===== src/rtl/pipeline_hazard_ctrl_if.sv =====
// pipeline_hazard_ctrl_if: pipeline-stage observation inputs and hazard-control outputs
interface pipeline_hazard_ctrl_if #(
  parameter int REG_W = 5,
  parameter int CNT_W = 32
);
  logic             id_valid, id_uses_rs1, id_uses_rs2;
  logic [REG_W-1:0] id_rs1, id_rs2;
  logic             ex_valid, ex_reg_write, ex_mem_read, ex_branch_taken;
  logic [REG_W-1:0] ex_rd;
  logic             mem_valid, mem_reg_write, mem_mem_read, mem_req;
  logic [REG_W-1:0] mem_rd;
  logic             dmem_ready;
  logic             wb_valid, wb_reg_write;
  logic [REG_W-1:0] wb_rd;
  logic             pc_stall, if_id_stall, id_ex_stall, ex_mem_stall;
  logic             if_id_flush, id_ex_flush, mem_wb_flush;
  logic [1:0]       fwd_a, fwd_b;
  logic             mem_timeout;
  logic [CNT_W-1:0] stall_cnt, flush_cnt;
  modport master (
    output id_valid, id_uses_rs1, id_uses_rs2, id_rs1, id_rs2,
           ex_valid, ex_reg_write, ex_mem_read, ex_branch_taken, ex_rd,
           mem_valid, mem_reg_write, mem_mem_read, mem_req, mem_rd, dmem_ready,
           wb_valid, wb_reg_write, wb_rd,
    input  pc_stall, if_id_stall, id_ex_stall, ex_mem_stall,
           if_id_flush, id_ex_flush, mem_wb_flush, fwd_a, fwd_b,
           mem_timeout, stall_cnt, flush_cnt
  );
  modport slave (
    input  id_valid, id_uses_rs1, id_uses_rs2, id_rs1, id_rs2,
           ex_valid, ex_reg_write, ex_mem_read, ex_branch_taken, ex_rd,
           mem_valid, mem_reg_write, mem_mem_read, mem_req, mem_rd, dmem_ready,
           wb_valid, wb_reg_write, wb_rd,
    output pc_stall, if_id_stall, id_ex_stall, ex_mem_stall,
           if_id_flush, id_ex_flush, mem_wb_flush, fwd_a, fwd_b,
           mem_timeout, stall_cnt, flush_cnt
  );
endinterface


===== src/rtl/pipeline_hazard_ctrl.sv =====
// pipeline_hazard_ctrl: stall/flush/forwarding control with memory-wait watchdog and perf counters
module pipeline_hazard_ctrl #(
  parameter int REG_W   = 5,
  parameter int CNT_W   = 32,
  parameter int TIMEOUT = 64
) (
  input logic clk,
  input logic reset,
  pipeline_hazard_ctrl_if.slave bus
);
  typedef enum logic [1:0] {RUN, MEM_WAIT, ERROR} state_e;
  localparam int WC_W = $clog2(TIMEOUT + 1);
  localparam logic [WC_W-1:0] TO = WC_W'(TIMEOUT);
  state_e state_q, state_d;
  logic [WC_W-1:0] wcnt_q, wcnt_d, wcnt_inc;
  logic [1:0] fwd_a_q, fwd_a_d, fwd_b_q, fwd_b_d;
  logic [CNT_W-1:0] stall_cnt_q, stall_cnt_d, flush_cnt_q, flush_cnt_d;
  logic req_stall, mem_stall, redirect, load_use, ex_w, mem_w;
  logic pc_stall, id_ex_stall, if_id_flush, id_ex_flush;
  logic unused_wb;
  assign unused_wb = ^{bus.wb_valid, bus.wb_reg_write, bus.wb_rd, bus.mem_mem_read};
  function automatic logic [1:0] sel(input logic uses, input logic [REG_W-1:0] r,
                                     input logic exw, input logic [REG_W-1:0] exrd,
                                     input logic memw, input logic [REG_W-1:0] memrd);
    return (!uses || r == '0) ? 2'b00 : (exw && exrd == r) ? 2'b01 :
           (memw && memrd == r) ? 2'b10 : 2'b00;
  endfunction
  always_comb begin
    req_stall = bus.mem_valid && bus.mem_req && !bus.dmem_ready;
    mem_stall = req_stall || state_q == ERROR;
    redirect  = bus.ex_branch_taken && bus.ex_valid;
    load_use  = bus.id_valid && bus.ex_valid && bus.ex_mem_read && bus.ex_rd != '0 &&
                ((bus.id_uses_rs1 && bus.id_rs1 == bus.ex_rd) ||
                 (bus.id_uses_rs2 && bus.id_rs2 == bus.ex_rd));
    pc_stall    = !reset && (mem_stall || (!redirect && load_use));
    id_ex_stall = !reset && mem_stall;
    if_id_flush = !reset && !mem_stall && redirect;
    id_ex_flush = !reset && !mem_stall && (redirect || load_use);
  end
  always_ff @(posedge clk) begin
    state_q <= reset ? RUN : state_d;
    wcnt_q  <= reset ? '0 : wcnt_d;
  end
  always_comb begin
    wcnt_inc = wcnt_q + WC_W'(1);
    state_d  = state_q == RUN ? (req_stall ? MEM_WAIT : RUN) :
               state_q == MEM_WAIT ? (bus.dmem_ready ? RUN : (wcnt_inc == TO ? ERROR : MEM_WAIT)) :
               ERROR;
    wcnt_d   = state_q == RUN ? (req_stall ? WC_W'(1) : '0) :
               state_q == MEM_WAIT ? (bus.dmem_ready ? '0 : wcnt_inc) : wcnt_q;
  end
  always_comb begin
    bus.pc_stall     = pc_stall;
    bus.if_id_stall  = pc_stall;
    bus.id_ex_stall  = id_ex_stall;
    bus.ex_mem_stall = id_ex_stall;
    bus.mem_wb_flush = id_ex_stall;
    bus.if_id_flush  = if_id_flush;
    bus.id_ex_flush  = id_ex_flush;
    bus.mem_timeout  = state_q == ERROR;
    bus.fwd_a        = fwd_a_q;
    bus.fwd_b        = fwd_b_q;
    bus.stall_cnt    = stall_cnt_q;
    bus.flush_cnt    = flush_cnt_q;
  end
  // EX forwarding only from non-load producers; a load in EX is covered by the load-use bubble
  always_comb begin
    ex_w  = bus.ex_valid && bus.ex_reg_write && !bus.ex_mem_read;
    mem_w = bus.mem_valid && bus.mem_reg_write;
    fwd_a_d = id_ex_flush ? 2'b00 : id_ex_stall ? fwd_a_q :
              sel(bus.id_uses_rs1, bus.id_rs1, ex_w, bus.ex_rd, mem_w, bus.mem_rd);
    fwd_b_d = id_ex_flush ? 2'b00 : id_ex_stall ? fwd_b_q :
              sel(bus.id_uses_rs2, bus.id_rs2, ex_w, bus.ex_rd, mem_w, bus.mem_rd);
    stall_cnt_d = (pc_stall && !(&stall_cnt_q)) ? stall_cnt_q + 1'b1 : stall_cnt_q;
    flush_cnt_d = ((if_id_flush || id_ex_flush) && !(&flush_cnt_q)) ? flush_cnt_q + 1'b1 : flush_cnt_q;
  end
  always_ff @(posedge clk) begin
    fwd_a_q     <= reset ? 2'b00 : fwd_a_d;
    fwd_b_q     <= reset ? 2'b00 : fwd_b_d;
    stall_cnt_q <= reset ? '0 : stall_cnt_d;
    flush_cnt_q <= reset ? '0 : flush_cnt_d;
  end
endmodule


===== src/flat_wrapper.sv =====
// flat-port wrapper written by rule: the top's interface ports become plain ports
module pipeline_hazard_ctrl_flat 
#(
  parameter int REG_W   = 5,
  parameter int CNT_W   = 32,
  parameter int TIMEOUT = 64
)
  (clk, reset, bus_id_valid, bus_id_uses_rs1, bus_id_uses_rs2, bus_id_rs1, bus_id_rs2, bus_ex_valid, bus_ex_reg_write, bus_ex_mem_read, bus_ex_branch_taken, bus_ex_rd, bus_mem_valid, bus_mem_reg_write, bus_mem_mem_read, bus_mem_req, bus_mem_rd, bus_dmem_ready, bus_wb_valid, bus_wb_reg_write, bus_wb_rd, bus_pc_stall, bus_if_id_stall, bus_id_ex_stall, bus_ex_mem_stall, bus_if_id_flush, bus_id_ex_flush, bus_mem_wb_flush, bus_fwd_a, bus_fwd_b, bus_mem_timeout, bus_stall_cnt, bus_flush_cnt);
  pipeline_hazard_ctrl_if #(.REG_W(REG_W), .CNT_W(CNT_W)) bus_i ();
  input logic clk;
  input logic reset;
  input wire logic [$bits(bus_i.id_valid)-1:0] bus_id_valid;
  input wire logic [$bits(bus_i.id_uses_rs1)-1:0] bus_id_uses_rs1;
  input wire logic [$bits(bus_i.id_uses_rs2)-1:0] bus_id_uses_rs2;
  input wire logic [$bits(bus_i.id_rs1)-1:0] bus_id_rs1;
  input wire logic [$bits(bus_i.id_rs2)-1:0] bus_id_rs2;
  input wire logic [$bits(bus_i.ex_valid)-1:0] bus_ex_valid;
  input wire logic [$bits(bus_i.ex_reg_write)-1:0] bus_ex_reg_write;
  input wire logic [$bits(bus_i.ex_mem_read)-1:0] bus_ex_mem_read;
  input wire logic [$bits(bus_i.ex_branch_taken)-1:0] bus_ex_branch_taken;
  input wire logic [$bits(bus_i.ex_rd)-1:0] bus_ex_rd;
  input wire logic [$bits(bus_i.mem_valid)-1:0] bus_mem_valid;
  input wire logic [$bits(bus_i.mem_reg_write)-1:0] bus_mem_reg_write;
  input wire logic [$bits(bus_i.mem_mem_read)-1:0] bus_mem_mem_read;
  input wire logic [$bits(bus_i.mem_req)-1:0] bus_mem_req;
  input wire logic [$bits(bus_i.mem_rd)-1:0] bus_mem_rd;
  input wire logic [$bits(bus_i.dmem_ready)-1:0] bus_dmem_ready;
  input wire logic [$bits(bus_i.wb_valid)-1:0] bus_wb_valid;
  input wire logic [$bits(bus_i.wb_reg_write)-1:0] bus_wb_reg_write;
  input wire logic [$bits(bus_i.wb_rd)-1:0] bus_wb_rd;
  output wire logic [$bits(bus_i.pc_stall)-1:0] bus_pc_stall;
  output wire logic [$bits(bus_i.if_id_stall)-1:0] bus_if_id_stall;
  output wire logic [$bits(bus_i.id_ex_stall)-1:0] bus_id_ex_stall;
  output wire logic [$bits(bus_i.ex_mem_stall)-1:0] bus_ex_mem_stall;
  output wire logic [$bits(bus_i.if_id_flush)-1:0] bus_if_id_flush;
  output wire logic [$bits(bus_i.id_ex_flush)-1:0] bus_id_ex_flush;
  output wire logic [$bits(bus_i.mem_wb_flush)-1:0] bus_mem_wb_flush;
  output wire logic [$bits(bus_i.fwd_a)-1:0] bus_fwd_a;
  output wire logic [$bits(bus_i.fwd_b)-1:0] bus_fwd_b;
  output wire logic [$bits(bus_i.mem_timeout)-1:0] bus_mem_timeout;
  output wire logic [$bits(bus_i.stall_cnt)-1:0] bus_stall_cnt;
  output wire logic [$bits(bus_i.flush_cnt)-1:0] bus_flush_cnt;
  assign bus_i.id_valid = bus_id_valid;
  assign bus_i.id_uses_rs1 = bus_id_uses_rs1;
  assign bus_i.id_uses_rs2 = bus_id_uses_rs2;
  assign bus_i.id_rs1 = bus_id_rs1;
  assign bus_i.id_rs2 = bus_id_rs2;
  assign bus_i.ex_valid = bus_ex_valid;
  assign bus_i.ex_reg_write = bus_ex_reg_write;
  assign bus_i.ex_mem_read = bus_ex_mem_read;
  assign bus_i.ex_branch_taken = bus_ex_branch_taken;
  assign bus_i.ex_rd = bus_ex_rd;
  assign bus_i.mem_valid = bus_mem_valid;
  assign bus_i.mem_reg_write = bus_mem_reg_write;
  assign bus_i.mem_mem_read = bus_mem_mem_read;
  assign bus_i.mem_req = bus_mem_req;
  assign bus_i.mem_rd = bus_mem_rd;
  assign bus_i.dmem_ready = bus_dmem_ready;
  assign bus_i.wb_valid = bus_wb_valid;
  assign bus_i.wb_reg_write = bus_wb_reg_write;
  assign bus_i.wb_rd = bus_wb_rd;
  assign bus_pc_stall = bus_i.pc_stall;
  assign bus_if_id_stall = bus_i.if_id_stall;
  assign bus_id_ex_stall = bus_i.id_ex_stall;
  assign bus_ex_mem_stall = bus_i.ex_mem_stall;
  assign bus_if_id_flush = bus_i.if_id_flush;
  assign bus_id_ex_flush = bus_i.id_ex_flush;
  assign bus_mem_wb_flush = bus_i.mem_wb_flush;
  assign bus_fwd_a = bus_i.fwd_a;
  assign bus_fwd_b = bus_i.fwd_b;
  assign bus_mem_timeout = bus_i.mem_timeout;
  assign bus_stall_cnt = bus_i.stall_cnt;
  assign bus_flush_cnt = bus_i.flush_cnt;
  pipeline_hazard_ctrl #(.REG_W(REG_W), .CNT_W(CNT_W), .TIMEOUT(TIMEOUT)) u_core (.clk(clk), .reset(reset), .bus(bus_i));
endmodule

===== config.mk =====
export PLATFORM = sky130hd
export DESIGN_NAME = pipeline_hazard_ctrl_flat
export DESIGN_NICKNAME = d
export VERILOG_FILES = /design/src/rtl/pipeline_hazard_ctrl_if.sv /design/src/rtl/pipeline_hazard_ctrl.sv /design/src/flat_wrapper.sv
export SDC_FILE = /design/constraint.sdc
export NUM_CORES = 1
export LEC_CHECK = 0
export BUFFER_PORTS_ARGS = -buffer_cell sky130_fd_sc_hd__buf_2
export CORE_MARGIN = 2
export CORE_UTILIZATION = 55
export CTS_BUF_LIST = sky130_fd_sc_hd__clkbuf_8
export DETAILED_ROUTE_END_ITERATION = 8
export PLACE_DENSITY = 0.87
export SYNTH_ARGS = -nofsm -noshare
export SYNTH_HDL_FRONTEND = slang
export SYNTH_SLANG_ARGS = --single-unit

===== constraint.sdc =====
create_clock -name clk -period 3.1 [get_ports clk]
set_input_delay 0.465 -clock clk [delete_from_list [all_inputs] [get_ports clk]]
set_output_delay 0.465 -clock clk [all_outputs]
set_load 0.01 [all_outputs]

=== Word-level counts from Yosys, hierarchy flattened ===
Cells that the tools add are included.

* Add/sub/neg operators: 3
* Equality and inequality tests: 9
* Mux-type cells: 15
* Reduce and logical (&&, ||, !) cells: 48

{| class="wikitable"
|+ Operator list
! operator !! number
|-
| 32-bit by 1-bit adder with 32-bit output, second input constant || 2
|-
| 32-bit AND reduction || 2
|-
| 5-bit == test || 6
|-
| 1-bit logical AND || 24
|-
| 7-bit two-way mux || 3
|-
| 2-bit two-way mux || 10
|-
| 5-bit zero test || 2
|-
| 1-bit zero test || 9
|-
| 7-bit by 1-bit adder with 7-bit output, second input constant || 1
|-
| 7-bit == test, second input constant || 1
|-
| 1-bit logical OR || 7
|-
| 5-bit nonzero test || 1
|-
| 2-bit by 1-bit == test with 1-bit output, second input constant || 1
|-
| 2-bit == test, second input constant || 1
|-
| 2-bit zero test || 1
|-
| 1-bit two-way mux || 2
|-
| 2-bit nonzero test || 1
|-
| 2-bit OR reduction || 1
|}

* Register bits after elaboration: 77
* Input port bits: 41
* Output and inout port bits: 76
* Word-level logic and storage cells: 81

=== Longest topological paths before layout ===
Gate-level depths: netlist of the first run.

* Depth in word-level cells: 8
* Gate-level depth with buffers: 9
* Gate-level depth less buffers: 7

=== Least setup slack after synthesis of the first run ===
Ideal clock, no wire load.

* Path kind: input-to-output
* Start point: in bus_ex_rd[1]
* End point: out bus_pc_stall
* Arrival: 2.076 ns
* Required time: 2.635 ns
* Setup slack: 0.559 ns
* Stages on the path: 8
* Path buffers: 3
* Cell sequence: or4_1 -> o2111ai_2 -> nor3_1 -> a21oi_4 -> buf_6 -> buf_6 -> inv_1 -> buf_4

* Cells in the longest elaborated chain, start to end: 7
* Elaborated cells between the ends (all ways): 11
* Classes of those cells: eq/ne: 2; reduce/logical: 9

{| class="wikitable"
|+ RTL lines
! what !! line !! RTL
|-
| start, declared || flat_wrapper.sv:21 || <nowiki>input wire logic [$bits(bus_i.ex_rd)-1:0] bus_ex_rd;</nowiki>
|-
| 5-bit == test (on tied branches) || pipeline_hazard_ctrl.sv:33, pipeline_hazard_ctrl.sv:34 ||
|-
| 1-bit logical AND (on tied branches) || pipeline_hazard_ctrl.sv:33, pipeline_hazard_ctrl.sv:34 ||
|-
| 1-bit logical OR || pipeline_hazard_ctrl.sv:33 || <nowiki>((bus.id_uses_rs1 && bus.id_rs1 == bus.ex_rd) ||</nowiki>
|-
| 1-bit logical AND (*) || pipeline_hazard_ctrl.sv:32 || <nowiki>load_use = bus.id_valid && bus.ex_valid && bus.ex_mem_read && bus.ex_rd != '0 &&</nowiki>
|-
| 1-bit logical AND (*) || pipeline_hazard_ctrl.sv:35 || <nowiki>pc_stall = !reset && (mem_stall || (!redirect && load_use));</nowiki>
|-
| 1-bit logical OR (*) || pipeline_hazard_ctrl.sv:35 ||
|-
| 1-bit logical AND (*) || pipeline_hazard_ctrl.sv:35 ||
|-
| end, declared || flat_wrapper.sv:31 || <nowiki>output wire logic [$bits(bus_i.pc_stall)-1:0] bus_pc_stall;</nowiki>
|}

Every way passes the cells marked *; elsewhere a longest branch is shown, timed or not.

=== Final worst setup path of the first run ===
* Start point: in bus_ex_rd[1]
* End point: out bus_if_id_stall

* Cells in the longest elaborated chain, start to end: 7
* Elaborated cells between the ends (all ways): 11
* Classes of those cells: eq/ne: 2; reduce/logical: 9

{| class="wikitable"
|+ RTL lines
! what !! line !! RTL
|-
| 5-bit == test (on tied branches) || pipeline_hazard_ctrl.sv:33, pipeline_hazard_ctrl.sv:34 ||
|-
| 1-bit logical AND (on tied branches) || pipeline_hazard_ctrl.sv:33, pipeline_hazard_ctrl.sv:34 ||
|-
| 1-bit logical OR || pipeline_hazard_ctrl.sv:33 ||
|-
| 1-bit logical AND (*) || pipeline_hazard_ctrl.sv:32 ||
|-
| 1-bit logical AND (*) || pipeline_hazard_ctrl.sv:35 ||
|-
| 1-bit logical OR (*) || pipeline_hazard_ctrl.sv:35 ||
|-
| 1-bit logical AND (*) || pipeline_hazard_ctrl.sv:35 ||
|-
| end, declared || flat_wrapper.sv:32 || <nowiki>output wire logic [$bits(bus_i.if_id_stall)-1:0] bus_if_id_stall;</nowiki>
|}

Marks and branches as above.

==> results.md, run 1 <==
* H-Tree Level Count at 3
* CTS Hold Buffers Added at 0
* Clk_lat worst skew at 360 ps
* Worst-path clk slew at 80 ps
* GR Overflow Total at 0
* Max incr delay on CP at 530 ps
* Peak supply drop at 0.3532 mV
* First-pass GRT wire length at 19070 µm
* Post-DR wirelength/cell at 15.64 µm
* Diode count at 0
* Largest area contributor in the netlist: dfxtp_1
* Synth top area share at 35.30%
* Min Tclk post-route at 2686 ps
* Run status: complete, no violations
* Final setup fails at 0
* Worst path arrival time at 2220 ps
* Clock Skew at 10.78 ps
* Largest net degree at the start of global routing at 60
* LEAKAGE at 1.940 nW
* Std-Cell Rows at 32
* Crit. End Element: output pin
* Yosys cell types at 53
* # IOs at 117
* Cell count after synthesis at 541
* Sink Count at 77
* Startpoint types: primary input
* Ys Warns at 0
* Crit Path Category: primary input to output pin
* Share of layout cells above drive strength 1 at 23.11%
* CP cell instances: buf_2, or4_1, o2111ai_2, nor3_1, a21oi_4, inv_1, buf_2
* Fillers at 668
* Post-Route WL at 11540 µm
* Area grow syn2layout at 18.02%
* Die extent in x at 93.11 µm
* TritonCTS Buffers at 9
* Syn Area/Cell at 8.072 µm²
* Worst path required time at 2630 ps
* Fmax at 0.3723 GHz
* Core Area at 7727 µm²
* I/O Buffers at 108
* Buffer count from post-CTS setup fixing at 0
* Post-route DRC at 0
* Via count at 4586
* Initial Util at 56.51%
* DP HPWL at 8158 µm
* Clock Tree Buf Depth at 2
* PwrDens at 401.4 nW/µm²
* Pre-Repair DR Iteration Count at 5
* Die height at 93.11 µm
* Final Slew Violations at 0
* Most used cell, CP: buf_2
* Mapped Nets at 585
* Max-Cap Viols at 0
* Initial antenna violation count at 0
* Hold WC Path Type: primary input to flop
* Placement Cell Area at 4906 µm²
* TNS Setup at 0 ps
* Mapped Area at 4367 µm²
* Post-synthesis sequential area ratio at 35.30%
* RSZ-0062 raised after global routing: false
* Nets@finish at 675
* Sequential Area at 1541 µm²
* Slew @ Worst Pin at 675.2 ps
* GRT Resource Usage Total at 26.59%
* Top cells by count, synth: 77 x dfxtp_1, 55 x a21oi_1, 38 x nand3_1
* Ranking of synthesized cells by area: dfxtp_1 35%, a21oi_1 6.3%, nand3_1 4.4%
* Slowest CP cell: or4_1
* CTS tree: built
* Die area at 8669 µm²
* Multi-input gate area at 2603 µm²
* Count leader, synth: dfxtp_1
* Vias in the first global route at 4405
* CTS Root Cell: clkbuf_8
* Antenna-violating nets left at 0
* CP max FO at 14
* Area of all placed cells without fillers at 5154 µm²
* Gates resized, CTS repair at 0
* Asr flop ratio synth at 0%
* Main synth FF type: dfxtp_1
* DR iter-0 viols at 234
* Synthesis-stage register bit count at 77
* Hold Vio Cnt, Final at 0
* CP Buf/Inv Count at 3
* Kind of cell adding the most delay to the critical path: simple AND/OR/NAND/NOR gates
* Via/cell ratio at 6.214
* RePlAce Congestion at 0.9711
* Post-synth EDFFs at 0
* Max_slew headroom at 54.98%
* Final period utilization at 86.64%
## registers in the layout, indices dropped and copies added (netlist names)
signal,flops
u_core.bus.stall_cnt,32
u_core.state_q,2
u_core.bus.flush_cnt,32
u_core.bus.fwd_a,2
u_core.bus.fwd_b,2
u_core.wcnt_q,7
## cell usage in the layout (no fill, tap or decap), types with 13 or more instances in the layout
master	count
o21ai_0	32
dfxtp_1	77
nor4_1	13
nand2_1	29
or3_1	29
nor3_1	15
a21oi_1	55
or4_1	24
nand3_1	38
nand4_1	24
nor2_1	33
o31ai_1	20
buf_2	108
## per-stage QoR
step / power (mW) / hold slack [ps] / instances / setup slack (ps) / utilization, %
floorplan: 1.095 / 462.9 / 541 / 558.6 / -
global placement: 1.142 / 470.2 / 722 / 449.3 / 63.49
detailed placement: 1.145 / 486.0 / 722 / 411.1 / 63.49
CTS: 2.074 / 415.4 / 738 / 407.8 / 66.69
global route: 2.133 / 428.5 / 738 / 207.1 / 66.69
finish: 2.068 / 414.0 / 738 / 414.3 / 66.69
## final timing paths
kind                            slack (ps)                startpoint                       to  depth (start not counted)
worst max-delay path                   410              bus_ex_rd[1]          bus_if_id_stall                          7
worst min-delay path                   410            bus_dmem_ready        u_core.state_q[0]                          3
worst max register to register         460  u_core.bus.flush_cnt[14]  u_core.bus.flush_cnt[1]                          7
worst min register to register         500          u_core.wcnt_q[6]         u_core.wcnt_q[6]                          2
## worst register-to-register path, cell delays in order, from the launching register on
cell and delay (ps):
dfxtp_1 440, nand4_1 210, nor4_1 610, nand4_1 310
o211ai_4 360, buf_4 330, mux2i_1 210, nor2_1 50
## routing by layer
layer  vias to the layer above  GRT usage [%]  wire (µm)
li1                       2226              -          -
met1                      2160          30.02       4701
met2                       171          48.25       5820
met3                        29          6.366        779
met4                         0          10.17        240
met5                         -              0          0
## where the power goes
| group | switching [mW] | leakage [nW] | internal (mW) |
|---|---|---|---|
| logic | 0.0806 | 1.20 | 0.0500 |
| clock network | 0.388 | 0.124 | 0.557 |
| registers | 0.00260 | 0.620 | 0.990 |
| total | 0.472 | 1.94 | 1.60 |
## kinds of logic after synthesis
group           after synthesis  share of synthesized area [%]
mux                          11                          2.980
buf+inv                      46                          5.301
xor+xnor                     21                          4.212
flops                        77                          35.30
simple gates                250                          32.52
fa+ha+maj                     3                         0.8597
compound gates              133                          18.83
## area by class of cell
cell class | count | area share, %
Clock buffer | 10 | 2.671
Sequential cell | 77 | 29.91
Inverter | 9 | 0.6555
Multi-Input combinational cell | 418 | 50.50
Timing Repair Buffer | 116 | 11.65
Tap cell | 102 | 2.476
Clock inverter | 6 | 2.136
(Power assumes the default switching activity.)
==> run 2, diff against run 1 <==
--- a/config.mk
+++ b/config.mk
@@ -5,12 +5,13 @@
 export SDC_FILE = /design/constraint.sdc
 export NUM_CORES = 1
 export LEC_CHECK = 0
+export ABC_AREA = 1
 export BUFFER_PORTS_ARGS = -buffer_cell sky130_fd_sc_hd__buf_2
 export CORE_MARGIN = 2
 export CORE_UTILIZATION = 55
 export CTS_BUF_LIST = sky130_fd_sc_hd__clkbuf_8
 export DETAILED_ROUTE_END_ITERATION = 8
-export PLACE_DENSITY = 0.87
+export PLACE_DENSITY = 0.85
 export SYNTH_ARGS = -nofsm -noshare
 export SYNTH_HDL_FRONTEND = slang
 export SYNTH_SLANG_ARGS = --single-unit
==> run 2 against run 1 <==
Flip-flop and latch count stayed put. Critical path type is now flop to output pin. Register-to-register slack better by 280 ps. First-iteration DRC count is 11% lower. Setup slack better by 140 ps. Largest power group unchanged. Area after synthesis is 14% higher. Fmax is 5.6% higher. Highest routed layer unchanged. Clock skew hardly changed. Sequential share of layout area is 2.9 points lower.
==> results.md, run 2 <==
* Run status: complete, no violations (unchanged)
* Peak supply drop at 0.2427 mV (was 0.3532 mV)
* Dpl ws at 740.9 ps (was 411.1 ps)
* Fillers at 849 (was 668)
* Ys Warns at 0 (unchanged)
* Min Tclk post-route at 2543 ps (was 2686 ps)
* Antenna-violating nets left at 0 (unchanged)
* Die height at 99.30 µm (was 93.11 µm)
* Final setup fails at 0 (unchanged)
* Largest net degree at the start of global routing at 33 (was 60)
* TNS Setup at 0 ps (unchanged)
* RePlAce Congestion at 0.9895 (was 0.9711)
* Final Slew Violations at 0 (unchanged)
* Diode count at 0 (unchanged)
* Asr flop ratio synth at 0% (unchanged)
* Max_slew headroom at 51.14% (was 54.98%)
* Worst path arrival time at 2080 ps (was 2220 ps)
* Synth Area in XOR/XNOR at 7.540% (was 4.212%)
* CP max FO at 21 (was 14)
* Setup ws final at 556.9 ps (was 414.3 ps)
* Clk_lat worst skew at 360 ps (about the same)
* Largest area contributor in the netlist: dfxtp_1 (unchanged)
* Via/cell ratio at 5.402 (was 6.214)
* Vias in the first global route at 4854 (was 4405)
* Fmax at 0.3932 GHz (was 0.3723 GHz)
* Adder-Cell Fraction of Synth Area at 0.7515% (was 0.8596%)
* Post-DR wirelength/cell at 12.82 µm (was 15.64 µm)
* Syn Area/Cell at 6.404 µm² (was 8.072 µm²)
* GR Overflow Total at 0 (unchanged)
* Hold WC Path Type: primary input to flop (unchanged)
* Slew @ Worst Pin at 726.2 ps (was 675.2 ps)
* Core Area at 8763 µm² (was 7727 µm²)
* Area grow syn2layout at 14.25% (was 18.02%)
* RSZ-0062 raised after global routing: false (unchanged)
* I/O Buffers at 108 (unchanged)
* Crit Path Category: flop to output pin (was primary input to output pin)
* Top cells by count, synth: 201 x nand2_1, 105 x nor2_1, 86 x nand3_1 (was 77 x dfxtp_1, 55 x a21oi_1, 38 x nand3_1)
* PwrDens at 318.6 nW/µm² (was 401.4 nW/µm²)
* Post-route DRC at 0 (unchanged)
* Ranking of synthesized cells by area: dfxtp_1 31%, nand2_1 15%, nand3_1 8.6% (was dfxtp_1 35%, a21oi_1 6.3%, nand3_1 4.4%)
* Worst-path clk slew at 70 ps (was 80 ps)
* Post-synthesis sequential area ratio at 30.86% (was 35.30%)
* Main synth FF type: dfxtp_1 (unchanged)
* Cell count after synthesis at 780 (was 541)
* First-pass GRT wire length at 21540 µm (was 19070 µm)
* Final Power at 1.818 mW (was 2.068 mW)
* Hold Vio Cnt, Final at 0 (unchanged)
* Max incr delay on CP at 510 ps (was 530 ps)
* Gates resized, CTS repair at 0 (unchanged)
* Compound-gate portion of the synthesized area at 8.542% (was 18.83%)
* Synth Area in Simple Gates at 42.89% (was 32.52%)
* Max-Cap Viols at 0 (unchanged)
* CTS tree: built (unchanged)
* Post-synth EDFFs at 0 (unchanged)
* Mapped Area at 4995 µm² (was 4367 µm²)
* # IOs at 117 (unchanged)
* CTS Hold Buffers Added at 0 (unchanged)
* CTS Root Cell: clkbuf_8 (unchanged)
* Mux contribution to synthesized area at 0% (was 2.980%)
* Std-Cell Rows at 34 (was 32)
* Die area at 9860 µm² (was 8669 µm²)
* Most common cell after layout, fill and taps aside: nand2_1 (was buf_2)
* Pre-Repair DR Iteration Count at 4 (was 5)
* TritonCTS Buffers at 9 (unchanged)
* Sink Count at 77 (unchanged)
* Synthesis-stage register bit count at 77 (unchanged)
* H-Tree Level Count at 3 (unchanged)
* Startpoint types: flop (was primary input)
* Largest family of logic cells by synthesized area: simple AND/OR/NAND/NOR gates (unchanged)
* Post-Route WL at 12680 µm (was 11540 µm)
* Final period utilization at 82.04% (was 86.64%)
* Clock Tree Buf Depth at 2 (unchanged)
* Synth top area share at 30.86% (was 35.30%)
* Initial antenna violation count at 0 (unchanged)
* LEAKAGE at 2.615 nW (was 1.940 nW)
* Sequential Area at 1541 µm² (unchanged)
* Commonest cells after routing, fill and taps aside: 201 x nand2_1, 108 x buf_2, 105 x nor2_1 (was 108 x buf_2, 77 x dfxtp_1, 55 x a21oi_1)
* Nets@finish at 920 (was 675)
* Multi-input gate area at 2983 µm² (was 2603 µm²)
* WHS at 421.4 ps (was 414.0 ps)
* Slowest CP cell: dfxtp_1 (was or4_1)
* Worst path required time at 2630 ps (about the same)
* Mapped Nets at 824 (was 585)
* GRT Resource Usage Total at 26.13% (was 26.59%)
* Fin util at 65.12% (was 66.69%)
* Yosys cell types at 37 (was 53)
* DR iter-0 viols at 208 (was 234)
* Crit. End Element: output pin (unchanged)
* CP cell instances: inv_1, o21ai_0, nand2_1, nand2_2, buf_2 (was buf_2, or4_1, o2111ai_2, nor3_1, a21oi_4, inv_1, buf_2)
* DP HPWL at 9468 µm (was 8158 µm)
* Initial Util at 57.00% (was 56.51%)
* Die extent in x at 99.30 µm (was 93.11 µm)
* Buffer count from post-CTS setup fixing at 0 (unchanged)
* Clock Skew at 10.65 ps (was 10.78 ps)
* Via count at 5343 (was 4586)
* Share of layout cells above drive strength 1 at 17.93% (was 23.11%)
* Count leader, synth: nand2_1 (was dfxtp_1)
-- run 2: cell types whose count changed after synthesis, moves of 16 or more --
cell     before  now
a21oi_1      55   71
nand2_1      29  201
o31ai_1      20    0
nor2_1       33  105
inv_1         9   72
xor2_1        9   27
or4_1        24    0
nand3_1      38   86
or3_1        29    1
o21ai_0      32    4
-- run 2: worst max-delay path, delay by kind of cell (launching register included) --
kind	cells	cell delay, ps
AND/OR/NAND/NOR	2	560
flip-flops	1	510
buffers and inverters	2	350
AO/OA/AOI/OAI	1	310
-- run 2: per-stage QoR --
step	area, µm²	cells
after global routing	5707	989
after floorplan	4995	780
after global placement	5530	973
after detailed placement	5530	973
final	5707	989
after CTS	5707	989
-- run 2: path summary, 6_finish.rpt --
| kind | from | end | slack [ps] | depth (start not counted) |
|---|---|---|---|---|
| worst max register to register | u_core.state_q[1] | u_core.bus.flush_cnt[30] | 740 | 8 |
| worst min-delay path | bus_dmem_ready | u_core.state_q[1] | 420 | 4 |
| worst min register to register | u_core.wcnt_q[5] | u_core.wcnt_q[5] | 470 | 2 |
| worst max-delay path | u_core.state_q[1] | bus_if_id_stall | 560 | 5 |
-- run 2: report_power, final --
part / internal [mW] / switching [mW]
combinational: 0.0462 / 0.0878
sequential: 0.990 / 0.00315
clock: 0.311 / 0.379
total: 1.35 / 0.470
-- run 2: final cells by class --
type,count,share of cell area (%)
Timing Repair Buffer,114,10.26
Inverter,76,4.999
Clock inverter,6,0.6797
Sequential cell,77,27.01
Multi-Input combinational cell,598,52.27
Clock buffer,10,2.412
Tap cell,108,2.368
-- run 2: cell families (layout without fill, tap and decap cells) --
family / Yosys count / in the layout
and+or+nand+nor: 470 / 470
buffers and inverters: 105 / 206
AOI/OAI and AO/OA: 82 / 82
DFF: 77 / 77
xor gates and xnor gates: 43 / 43
adders and majority gates: 3 / 3
-- run 2: metal layers --
layer | track usage [%] | wire length (µm) | vias up
met4 | 9.378 | 284 | 0
met5 | 0 | 0 | -
met1 | 31.87 | 5473 | 2434
met2 | 45.53 | 6266 | 152
met3 | 5.341 | 656 | 29
li1 | - | - | 2728
==> run 3, diff against run 2 <==
--- a/config.mk
+++ b/config.mk
@@ -8,10 +8,10 @@
 export ABC_AREA = 1
 export BUFFER_PORTS_ARGS = -buffer_cell sky130_fd_sc_hd__buf_2
 export CORE_MARGIN = 2
-export CORE_UTILIZATION = 55
+export CORE_UTILIZATION = 51
 export CTS_BUF_LIST = sky130_fd_sc_hd__clkbuf_8
 export DETAILED_ROUTE_END_ITERATION = 8
-export PLACE_DENSITY = 0.85
+export PLACE_DENSITY = 0.83
 export SYNTH_ARGS = -nofsm -noshare
 export SYNTH_HDL_FRONTEND = slang
 export SYNTH_SLANG_ARGS = --single-unit
==> constraint.sdc (replaced) <==
create_clock -name clk -period 2.25 [get_ports clk]
set_input_delay 0.3375 -clock clk [delete_from_list [all_inputs] [get_ports clk]]
set_output_delay 0.3375 -clock clk [all_outputs]
set_load 0.01 [all_outputs]
==> run 3 against run 2 <==
Combinational power grew 40%. Global-route usage is 1.2 points lower. Register-to-register slack got worse by 550 ps. Critical path depth did not move. Highest routed layer unchanged. Clock power grew 62%. Largest cell class unchanged. Sequential power is 38% higher. Utilization shrank 4.5 points.
==> results.md, run 3 (same netlist as run 2, synthesis figures left out) <==
* Worst path arrival time at 1750 ps (was 2080 ps)
* Core Area at 9639 µm² (was 8763 µm²)
* Final period utilization at 92.72%
* Slowest CP cell: dfxtp_2 (was dfxtp_1)
* H-Tree Level Count at 3 (unchanged)
* Commonest cells after routing, fill and taps aside: 201 x nand2_1, 108 x buf_2, 105 x nor2_1 (unchanged)
* Diode count at 0 (unchanged)
* Max incr delay on CP at 420 ps (was 510 ps)
* Worst path required time at 1910 ps (was 2630 ps)
* Most used cell, CP: inv_1
* Sink Count at 77 (unchanged)
* Max_slew headroom at 66.31% (was 51.14%)
* Area grow syn2layout at 17.06% (was 14.25%)
* Std-Cell Rows at 36 (was 34)
* Min Tclk post-route at 2086 ps
* Clock Skew at 10.60 ps (was 10.65 ps)
* CP Buf/Inv Count at 3 (was 2)
* Peak supply drop at 0.2454 mV (was 0.2427 mV)
* TritonCTS Buffers at 9 (unchanged)
* Antenna-violating nets left at 0 (unchanged)
* Via/cell ratio at 5.232 (was 5.402)
* CP cell instances: inv_1, o21ai_0, nand2_1, inv_1, buf_2 (was inv_1, o21ai_0, nand2_1, nand2_2, buf_2)
* Worst reg2reg path endpoint: u_core.bus.stall_cnt[16] (was u_core.bus.flush_cnt[30])
* I/O Buffers at 108 (unchanged)
* Final setup fails at 0 (unchanged)
* Largest net degree at the start of global routing at 47 (was 33)
* Worst-path clk slew at 80 ps (was 70 ps)
* DR iter-0 viols at 300 (was 208)
* Hold WC Path Type: primary input to flop (unchanged)
* CTS Root Cell: clkbuf_8 (unchanged)
* RePlAce Congestion at 1.011 (was 0.9895)
* Worst setup path endpoint: bus_id_ex_stall (was bus_if_id_stall)
* Fillers at 986 (was 849)
* Max-Cap Viols at 0 (unchanged)
* LEAKAGE at 2.663 nW (was 2.615 nW)
* R2R setup slack at 190 ps (was 740 ps)
* Share of layout cells above drive strength 1 at 18.99% (was 17.93%)
* Initial antenna violation count at 0 (unchanged)
* # IOs at 117 (unchanged)
* Sequential Area at 1543 µm² (was 1541 µm²)
* Post-Route WL at 12960 µm (was 12680 µm)
* Most common cell after layout, fill and taps aside: nand2_1 (unchanged)
* CP max FO at 9 (was 21)
* Post-route DRC at 0 (unchanged)
* CP Depth at 5 (unchanged)
* R2r worst-path depth at 10 (was 8)
* Hold Vio Cnt, Final at 0 (unchanged)
* TNS Setup at 0 ps (unchanged)
* Kind of cell adding the most delay to the critical path: buffers and inverters (was simple AND/OR/NAND/NOR gates)
* Clock Tree Buf Depth at 2 (unchanged)
* GRT Resource Usage Total at 24.92% (was 26.13%)
* Die area at 10600 µm² (was 9860 µm²)
* Final Slew Violations at 0 (unchanged)
* Vias in the first global route at 4726 (was 4854)
* Initial Util at 51.82% (was 57.00%)
* Fmax at 0.4793 GHz
* Nets@finish at 929 (was 920)
* Post-DR wirelength/cell at 12.67 µm (was 12.82 µm)
* Crit. End Element: output pin (unchanged)
* PwrDens at 457.2 nW/µm² (was 318.6 nW/µm²)
* CP Launch Point: u_core.state_q[1] (unchanged)
* DP HPWL at 9505 µm (was 9468 µm)
* Pre-Repair DR Iteration Count at 5 (was 4)
* Die height at 103.0 µm (was 99.30 µm)
* Slew @ Worst Pin at 500.8 ps (was 726.2 ps)
* Multi-input gate area at 2998 µm² (was 2983 µm²)
* Via count at 5352 (was 5343)
* GR Overflow Total at 0 (unchanged)
* First-pass GRT wire length at 21360 µm (was 21540 µm)
* WHS at 287.6 ps (was 421.4 ps)
* Die extent in x at 103.0 µm (was 99.30 µm)
* Startpoint types: flop (unchanged)
* Buffer count from post-CTS setup fixing at 0 (unchanged)
* Run status: complete, no violations (unchanged)
* Clk_lat worst skew at 360 ps (about the same)
* RSZ-0062 raised after global routing: false (unchanged)
* CTS tree: built (unchanged)
* CTS Hold Buffers Added at 0 (unchanged)
* Crit Reg-Reg Startpoint: u_core.bus.stall_cnt[0] (was u_core.state_q[1])
* Crit Path Category: flop to output pin (unchanged)
## run 3: area by class of cell
| cell class | count | area share [%] |
|---|---|---|
| multi-input cells | 599 | 51.27 |
| flip-flops and latches | 77 | 26.39 |
| repair buffers | 122 | 11.04 |
| inverters | 76 | 4.879 |
| well taps | 133 | 2.846 |
| clock buffers | 10 | 2.354 |
| clock inverters | 6 | 1.220 |
## run 3: repair_timing
action / 4_1_cts / 5_1_grt
resized for setup: 1 / 1
endpoints found under the setup margin: 2 / 7
pin swaps: 0 / 0
cloned: 0 / 1
## run 3: worst reg2reg max path: stages, from the launching register on
cell	delay, ps
dfxtp_1	380
ha_1	210
nand2_1	140
nor2_4	220
nand3_4	120
nor2_4	170
nand3_2	290
nand2_1	140
nor2_1	60
a21oi_1	150
nor2_1	60
## run 3: where the power goes
part / total, mW / internal (mW) / switching (mW) / leakage (nW)
registers: 1.37 / 1.36 / 0.00425 / 0.621
clock network: 1.12 / 0.550 / 0.566 / 0.0991
logic: 0.188 / 0.0670 / 0.121 / 1.94
## run 3: per-stage QoR
stage / total power [mW] / setup WS, ps / utilization, % / cells / area, µm²
2_1_floorplan: 1.520 / 495.5 / - / 780 / 4995
3_3_place_gp: 1.586 / 245.5 / 58.32 / 1006 / 5622
3_5_place_dp: 1.587 / 225.3 / 58.32 / 1006 / 5622
4_1_cts: 2.687 / 103.0 / 60.50 / 1022 / 5832
5_1_grt: 2.784 / 8.250 / 60.66 / 1023 / 5847
6_report: 2.673 / 163.8 / 60.66 / 1023 / 5847
## run 3: worst min path at each step
stage               slack (ps)  cells past startpoint                end        startpoint
floorplan                  440                      2   u_core.wcnt_q[5]  u_core.wcnt_q[5]
global placement           450                      2   u_core.wcnt_q[5]  u_core.wcnt_q[5]
detailed placement         460                      2   u_core.wcnt_q[5]  u_core.wcnt_q[5]
CTS                        280                      4  u_core.state_q[1]    bus_dmem_ready
global route               290                      4  u_core.state_q[1]    bus_dmem_ready
finish                     290                      4  u_core.state_q[1]    bus_dmem_ready
## run 3: layer usage
metal,track usage [%],vias to the layer above,share of wire [%]
met2,40.91,174,47
met3,5.220,29,6.2
met1,32.22,2408,45
met5,0,-,0
li1,-,2741,-
met4,9.312,0,2.3
